$ cat config.mk
export PLATFORM = sky130hd
export DESIGN_NAME = instruction_fetch_unit_flat
export DESIGN_NICKNAME = d
export VERILOG_FILES = /design/src/rtl/instruction_fetch_unit_if.sv /design/src/rtl/instruction_fetch_unit.sv /design/src/flat_wrapper.sv
export SDC_FILE = /design/constraint.sdc
export NUM_CORES = 1
export LEC_CHECK = 0
export ABC_CLOCK_PERIOD_IN_PS = 2800
export CORE_MARGIN = 2
export CORE_UTILIZATION = 41
export CTS_CLUSTER_DIAMETER = 30
export DETAILED_ROUTE_END_ITERATION = 10
export HOLD_SLACK_MARGIN = 0.06
export PLACE_DENSITY = 0.8
export SYNTH_ARGS = -nofsm -noshare
export SYNTH_HDL_FRONTEND = slang
export SYNTH_SLANG_ARGS = --single-unit
$ cat constraint.sdc
create_clock -name clk -period 2.8 [get_ports clk]
set_clock_uncertainty 0.2 [all_clocks]
set_input_delay 0.84 -clock clk [delete_from_list [all_inputs] [get_ports clk]]
set_output_delay 0.84 -clock clk [all_outputs]
set_load 0.01 [all_outputs]
$ cat src/rtl/instruction_fetch_unit_if.sv
// rtl/instruction_fetch_unit_if.sv - fetch-side bundle: imem port, redirect/stall controls, IF/ID outputs
interface instruction_fetch_unit_if;
    logic [15:0] imem_addr;
    logic [15:0] imem_instr;
    logic        stall;
    logic        branch_taken;
    logic [15:0] branch_target;
    logic        jump;
    logic [15:0] jump_target;
    logic [15:0] if_instr;
    logic [15:0] if_pc;
    logic [15:0] if_pc_plus2;
    logic        if_valid;
    logic        halted;

    modport master (
        output imem_addr,
        input  imem_instr,
        input  stall,
        input  branch_taken,
        input  branch_target,
        input  jump,
        input  jump_target,
        output if_instr,
        output if_pc,
        output if_pc_plus2,
        output if_valid,
        output halted
    );

    modport slave (
        input  imem_addr,
        output imem_instr,
        output stall,
        output branch_taken,
        output branch_target,
        output jump,
        output jump_target,
        input  if_instr,
        input  if_pc,
        input  if_pc_plus2,
        input  if_valid,
        input  halted
    );
endinterface

$ cat src/rtl/instruction_fetch_unit.sv
// rtl/instruction_fetch_unit.sv - PC owner and IF/ID register with stall, redirect squash and HALT
module instruction_fetch_unit #(
    parameter logic [15:0] RESET_PC    = 16'h0000,
    parameter logic [3:0]  HALT_OPCODE = 4'hF
) (
    input  logic                      clk,
    input  logic                      rst_n,
    instruction_fetch_unit_if.master  bus
);
    typedef enum logic {RUN, HALTED} state_t;

    state_t      state_q, state_d;
    logic [15:0] pc_q, pc_d;
    logic [15:0] ir_q, ir_d;
    logic [15:0] ir_pc_q, ir_pc_d;
    logic        valid_q, valid_d;

    always_ff @(posedge clk) begin
        if (!rst_n) begin
            state_q <= RUN;
            pc_q    <= RESET_PC;
            ir_q    <= 16'h0000;
            ir_pc_q <= 16'h0000;
            valid_q <= 1'b0;
        end else begin
            state_q <= state_d;
            pc_q    <= pc_d;
            ir_q    <= ir_d;
            ir_pc_q <= ir_pc_d;
            valid_q <= valid_d;
        end
    end

    always_comb begin
        state_d = state_q;
        pc_d    = pc_q;
        ir_d    = ir_q;
        ir_pc_d = ir_pc_q;
        valid_d = valid_q;
        case (state_q)
            RUN: begin
                // Redirects outrank stall so a taken branch never waits on decode.
                if (bus.branch_taken) begin
                    pc_d    = bus.branch_target & 16'hFFFE;
                    valid_d = 1'b0;
                end else if (bus.jump) begin
                    pc_d    = bus.jump_target & 16'hFFFE;
                    valid_d = 1'b0;
                end else if (!bus.stall) begin
                    ir_d    = bus.imem_instr;
                    ir_pc_d = pc_q;
                    valid_d = 1'b1;
                    if (bus.imem_instr[15:12] == HALT_OPCODE) begin
                        state_d = HALTED;
                    end else begin
                        pc_d = pc_q + 16'd2;
                    end
                end
            end
            HALTED: begin
                // HALT stays visible while decode stalls, then drains as a bubble.
                if (!bus.stall) begin
                    valid_d = 1'b0;
                end
            end
            default: begin
                state_d = RUN;
            end
        endcase
    end

    assign bus.imem_addr   = pc_q;
    assign bus.if_instr    = ir_q;
    assign bus.if_pc       = ir_pc_q;
    assign bus.if_pc_plus2 = ir_pc_q + 16'd2;
    assign bus.if_valid    = valid_q;
    assign bus.halted      = (state_q == HALTED);
endmodule

$ cat src/flat_wrapper.sv
// flat-port wrapper written by rule: the top's interface ports become plain ports
module instruction_fetch_unit_flat 
#(
    parameter logic [15:0] RESET_PC    = 16'h0000,
    parameter logic [3:0]  HALT_OPCODE = 4'hF
)
  (clk, rst_n, bus_imem_addr, bus_imem_instr, bus_stall, bus_branch_taken, bus_branch_target, bus_jump, bus_jump_target, bus_if_instr, bus_if_pc, bus_if_pc_plus2, bus_if_valid, bus_halted);
  instruction_fetch_unit_if bus_i ();
  input  logic clk;
  input  logic rst_n;
  output wire logic [$bits(bus_i.imem_addr)-1:0] bus_imem_addr;
  input wire logic [$bits(bus_i.imem_instr)-1:0] bus_imem_instr;
  input wire logic [$bits(bus_i.stall)-1:0] bus_stall;
  input wire logic [$bits(bus_i.branch_taken)-1:0] bus_branch_taken;
  input wire logic [$bits(bus_i.branch_target)-1:0] bus_branch_target;
  input wire logic [$bits(bus_i.jump)-1:0] bus_jump;
  input wire logic [$bits(bus_i.jump_target)-1:0] bus_jump_target;
  output wire logic [$bits(bus_i.if_instr)-1:0] bus_if_instr;
  output wire logic [$bits(bus_i.if_pc)-1:0] bus_if_pc;
  output wire logic [$bits(bus_i.if_pc_plus2)-1:0] bus_if_pc_plus2;
  output wire logic [$bits(bus_i.if_valid)-1:0] bus_if_valid;
  output wire logic [$bits(bus_i.halted)-1:0] bus_halted;
  assign bus_imem_addr = bus_i.imem_addr;
  assign bus_i.imem_instr = bus_imem_instr;
  assign bus_i.stall = bus_stall;
  assign bus_i.branch_taken = bus_branch_taken;
  assign bus_i.branch_target = bus_branch_target;
  assign bus_i.jump = bus_jump;
  assign bus_i.jump_target = bus_jump_target;
  assign bus_if_instr = bus_i.if_instr;
  assign bus_if_pc = bus_i.if_pc;
  assign bus_if_pc_plus2 = bus_i.if_pc_plus2;
  assign bus_if_valid = bus_i.if_valid;
  assign bus_halted = bus_i.halted;
  instruction_fetch_unit #(.RESET_PC(RESET_PC), .HALT_OPCODE(HALT_OPCODE)) u_core (.clk(clk), .rst_n(rst_n), .bus(bus_i));
endmodule
Yosys cells after proc, flatten, opt, wreduce, memory -nomap -nowiden
Index checks and enable logic that the tools add are counted.
- register bits after elaboration: 50
- latch bits: 0
- memory bits (writable): 0
- memory bits (read-only): 0
- input bits: 53
- output and inout bits: 66
- logic and storage cells: 33
- memories kept: 0
- add/subtract/negate cells: 2
- $mul: 0
- div/mod/pow operators: 0
- order comparisons: 0
- equality and inequality tests: 5
- shifts and indexed selects: 0
- multiplexer cells: 14
- bitwise gates (word level): 4
- reduce and logical (&&, ||, !) cells: 3
- operators by type and width (kind ; number):
    2-to-1 mux 16 bit ; 4
    adder 16 x 2 -> 16 bit, second input constant ; 2
    2-to-1 mux 1 bit ; 9
    equality test 4 bit, second input constant ; 1
    inequality test 4 bit, second input constant ; 1
    inverter 1 bit ; 4
    AND reduction 4 bit ; 1
    inequality test 3 x 1 -> 1 bit, second input constant ; 1
    inequality test 3 bit, second input constant ; 1
    AND reduction 3 bit ; 1
    inequality test 2 bit, second input constant ; 1
    case mux 1 bit (2 select lines) ; 1
    AND reduction 2 bit ; 1

Logic depth before layout (Yosys ltp)
Gate-level depths: netlist of run 1.
- depth after elaboration: 6
- depth in mapped cells: 7
- depth with buffers taken out: 6

Worst setup path after synthesis of run 1
No wires, ideal clock.
- kind: flip-flop to output port
- from: register u_core.ir_pc_q[1], in the netlist u_core.bus.if_pc[1]
- to: output port bus_if_pc_plus2[13]
- arrival: 1.369 ns
- required time: 1.760 ns
- slack: 0.391 ns
- cell stages (with the launch flop): 6
- path buffers: 0
- cell sequence: dfxtp_1 -> ha_1 -> nand3_1 -> nor2_1 -> nand3_1 -> xnor2_1
- cells in the longest elaborated chain, start to end: 1
- RTL lines (what ; RTL line ; RTL):
    start: declaration ; instruction_fetch_unit.sv:15 ; logic [15:0] ir_pc_q, ir_pc_d;
    start signal: assignment ; instruction_fetch_unit.sv:29 ; ir_pc_q <= ir_pc_d;
    adder 16 x 2 -> 16 bit ; instruction_fetch_unit.sv:75 ; assign bus.if_pc_plus2 = ir_pc_q + 16'd2;
    end: declaration ; flat_wrapper.sv:20 ; output wire logic [$bits(bus_i.if_pc_plus2)-1:0] bus_if_pc_plus2;
Every way passes these cells.

Worst setup path in the final report of run 1
- from: register u_core.ir_pc_q[5], in the netlist u_core.bus.if_pc[5]
- to: output port bus_if_pc_plus2[12]
The elaborated chain is that of the path after synthesis.

==> results of run 1 <==
[stage by stage]
stage / power (mW) / hold slack (ps)
finish: 1.62 / 258
global route: 1.67 / 277
CTS: 1.62 / 258
detailed placement: 1.09 / 248
global placement: 1.09 / 242
floorplan: 0.900 / 281
[logic make-up after synthesis]
| kind of cell | share of synthesized area [%] |
|---|---|
| fa+ha+maj | 1.00 |
| xor+xnor | 6.31 |
| simple gates | 24.9 |
| compound gates | 22.1 |
| flops | 38.5 |
| other cells | 0.150 |
| mux | 1.20 |
| buf+inv | 5.91 |
[worst paths after layout]
path / slack (ps) / end / cells past startpoint
min reg2reg: 260 / u_core.bus.if_instr[4] / 2
max: 90 / bus_if_pc_plus2[12] / 6
max reg2reg: 730 / u_core.bus.imem_addr[13] / 6
min: 260 / u_core.bus.if_instr[4] / 2
[metal layers]
layer | share of wire [%] | up-vias
met1 | 43 | 1293
met2 | 50 | 101
met4 | 1.7 | 0
li1 | - | 1421
met5 | 0 | -
met3 | 4.9 | 11
[power by group through the flow]
stage / Clock (mW) / Combinational [mW] / Sequential (mW)
final: 0.542 / 0.323 / 0.753
after global routing: 0.565 / 0.352 / 0.757
after CTS: 0.543 / 0.324 / 0.752
after detailed placement: 0 / 0.324 / 0.768
after global placement: 0 / 0.319 / 0.766
after floorplan: 0 / 0.127 / 0.773
[synthesized netlist by cell type, drive strengths merged]
cell	count
buf	8
ha	2
conb	1
nand3	12
nand4	6
o41a	2
a222oi	1
o21ba	1
or4	3
a211oi	1
mux2i	3
or2	1
a311oi	1
o211ai	2
a21o	1
o22ai	4
a32oi	1
clkbuf	17
dfxtp	48
a31oi	2
nor3	4
xnor2	13
a221oi	2
o21ai	16
a22oi	3
o31ai	1
o221a	1
xor2	5
nor2	17
nor2b	6
inv	10
nand2	85
nor4	2
and3	3
a21oi	56
nand2b	2
nor3b	1
[what timing repair did]
action	4_1_cts	5_1_grt
gates resized for setup	11	11
endpoints found under the setup margin	9	6
setup buffers	1	0
endpoints found under the hold margin	0	0
pin swaps	2	0
[layout make-up]
cell class,count,area (um2),area share [%]
well taps,75,93.8,2.38
flip-flops and latches,48,961,24.4
multi-input cells,263,1410,35.7
inverters,10,37.5,0.952
clock buffers,6,82.6,2.09
repair buffers,137,1320,33.5
clock inverters,2,38.8,0.984
[registers in the layout, indices dropped and copies added, names as in the netlist]
signal	flops
u_core.bus.if_instr	16
u_core.bus.if_pc	15
u_core.bus.imem_addr	15
u_core.bus.halted	1
u_core.bus.if_valid	1
[worst max-delay path, stage by stage, from the launching register on]
cell,delay [ps]
dfxtp_1,350
and3_1,210
nand4_1,150
nor2_1,170
nand2_1,80
xnor2_1,130
dlygate4sd2_1,280
==> summary.md, run 1 <==
| Metric | Value |
|---|---|
| Crit path kind | flip-flop to primary output |
| RSZ-0062 raised after global routing | no |
| Hold Vio Cnt, Final | 0 |
| Register area share after synthesis | 38.5% |
| Synth top area cells | dfxtp_1, nand2_1, a21oi_1 |
| Yosys warns | 0 |
| Met1 usage | 29.5% |
| DRT antenna net count | 0 |
| Synthesized flop and latch total | 48 |
| Htree depth | 2 |
| DR pass1 iterations | 4 |
| First-pass GRT wire length | 11.9 mm |
| DPL Wire Length | 5.73 mm |
| Synth cell types | 41 |
| Dpl cells | 532 |
| Flop pwr share | 46.5% |
| Mean Syn Cell Area | 7.26 um2 |
| PortBufs | 113 |
| Synthesized cell area | 2500 um2 |
| Area Growth Syn to Fin | 57.8% |
| Fillers | 514 |
| Comb pwr share | 20.0% |
| Root buffer cell | clkbuf_8 |
| Longest Clk Path Bufs | 2 |
| Worst min-delay path class | flip-flop to flip-flop |
| Required time worst endpoint | 1760 ps |
| Power per Cell Area | 410 nW/um2 |
| Finished Core Util | 66.6% |
| Die Ht | 82.1 um |
| Violation count after the first detailed-route iteration | 126 |
| Clock sink count | 48 |
| Worst skew pair latency | 310 ps |
| Initial antenna violation count | 0 |
| Crit end category | primary output |
| Worst Path Max Fanout | 3 |
| Internal | 1.19 mW |
| Smallest setup slack after layout | 87.8 ps |
| Status | finished clean |
| Number of global-route vias before repair | 2540 |
| Worst EP arrival | 1670 ps |
| Most frequent cells in the layout | clkdlybuf4s50_1, nand2_1, a21oi_1 |
| Grt peak-use layer | met2 |
| Power share of the clock group | 33.5% |
| Worst reg2reg path startpoint | u_core.bus.imem_addr[2] |
| Area of the core | 5920 um2 |
| Mapped Cells | 344 |
| Total Routing Usage GR | 22.9% |
| Slew Viols, Final | 0 |
| Die footprint | 6730 um2 |
| Hold Buf Count CTS | 0 |
| Most common cell after layout, fill and taps aside | clkdlybuf4s50_1 |
| # IOs | 119 |
| Clock slew at reported path FFs | 90 ps |
| Crit. Startpoint | u_core.bus.if_pc[5] |
| CTS tree | done |
| Fin crit share | 96.9% |
| Site Rows | 28 |
| Finished Cell Area | 3940 um2 |
| Hold Crit Start | u_core.bus.if_instr[4] |
| Placed inst area | 3840 um2 |
| Worst setup SP type | flip-flop |
| Cell taking the most area after synthesis | dfxtp_1 |
| Via count | 2826 |
| Remaining DRCs | 0 |
| Final min period | 2710 ps |
| Pre-CTS setup slack | 40.0 ps |
| Total CTS buffers | 5 |
| Sw frac | 26.4% |
| Synth top area share | 38.5% |
| ANT cells | 0 |
| Max Fclk | 369 MHz |
| Met2 Track Usage GR | 38.4% |
| NumNets Final | 520 |
| Setup Viol. Count Final | 0 |
| Gr ovfl total | 0 |
| Pin count of the biggest net entering global routing | 32 |
| Worst vdd ir | 267 uV |
| Met3 usage | 3.74% |
| Die width | 82.1 um |
| Final RePlAce weighted congestion | 0.872 |
| Initial Util | 42.2% |
| Finished Layout Cells | 541 |
| LEAKAGE | 1.48 nW |
| Setup TNS | 0 ps |
| NetSw | 0.428 mW |
| Max-Cap Viols | 0 |
| Share of post-route cells with drive strength above 1 | 9.44% |
| DRT Wirelength | 7.64 mm |
| Routed WL per cell | 14.1 um |
| Vias per cell | 5.22 |
Note: power is estimated with default switching activity, not from simulation.
==> inputs of run 2 (changes only) <==
CTS_CLUSTER_SIZE = 20   (was unset)
==> results of run 2 <==
Same layout as run 1: the final DEF is identical, and so are final timing and power.
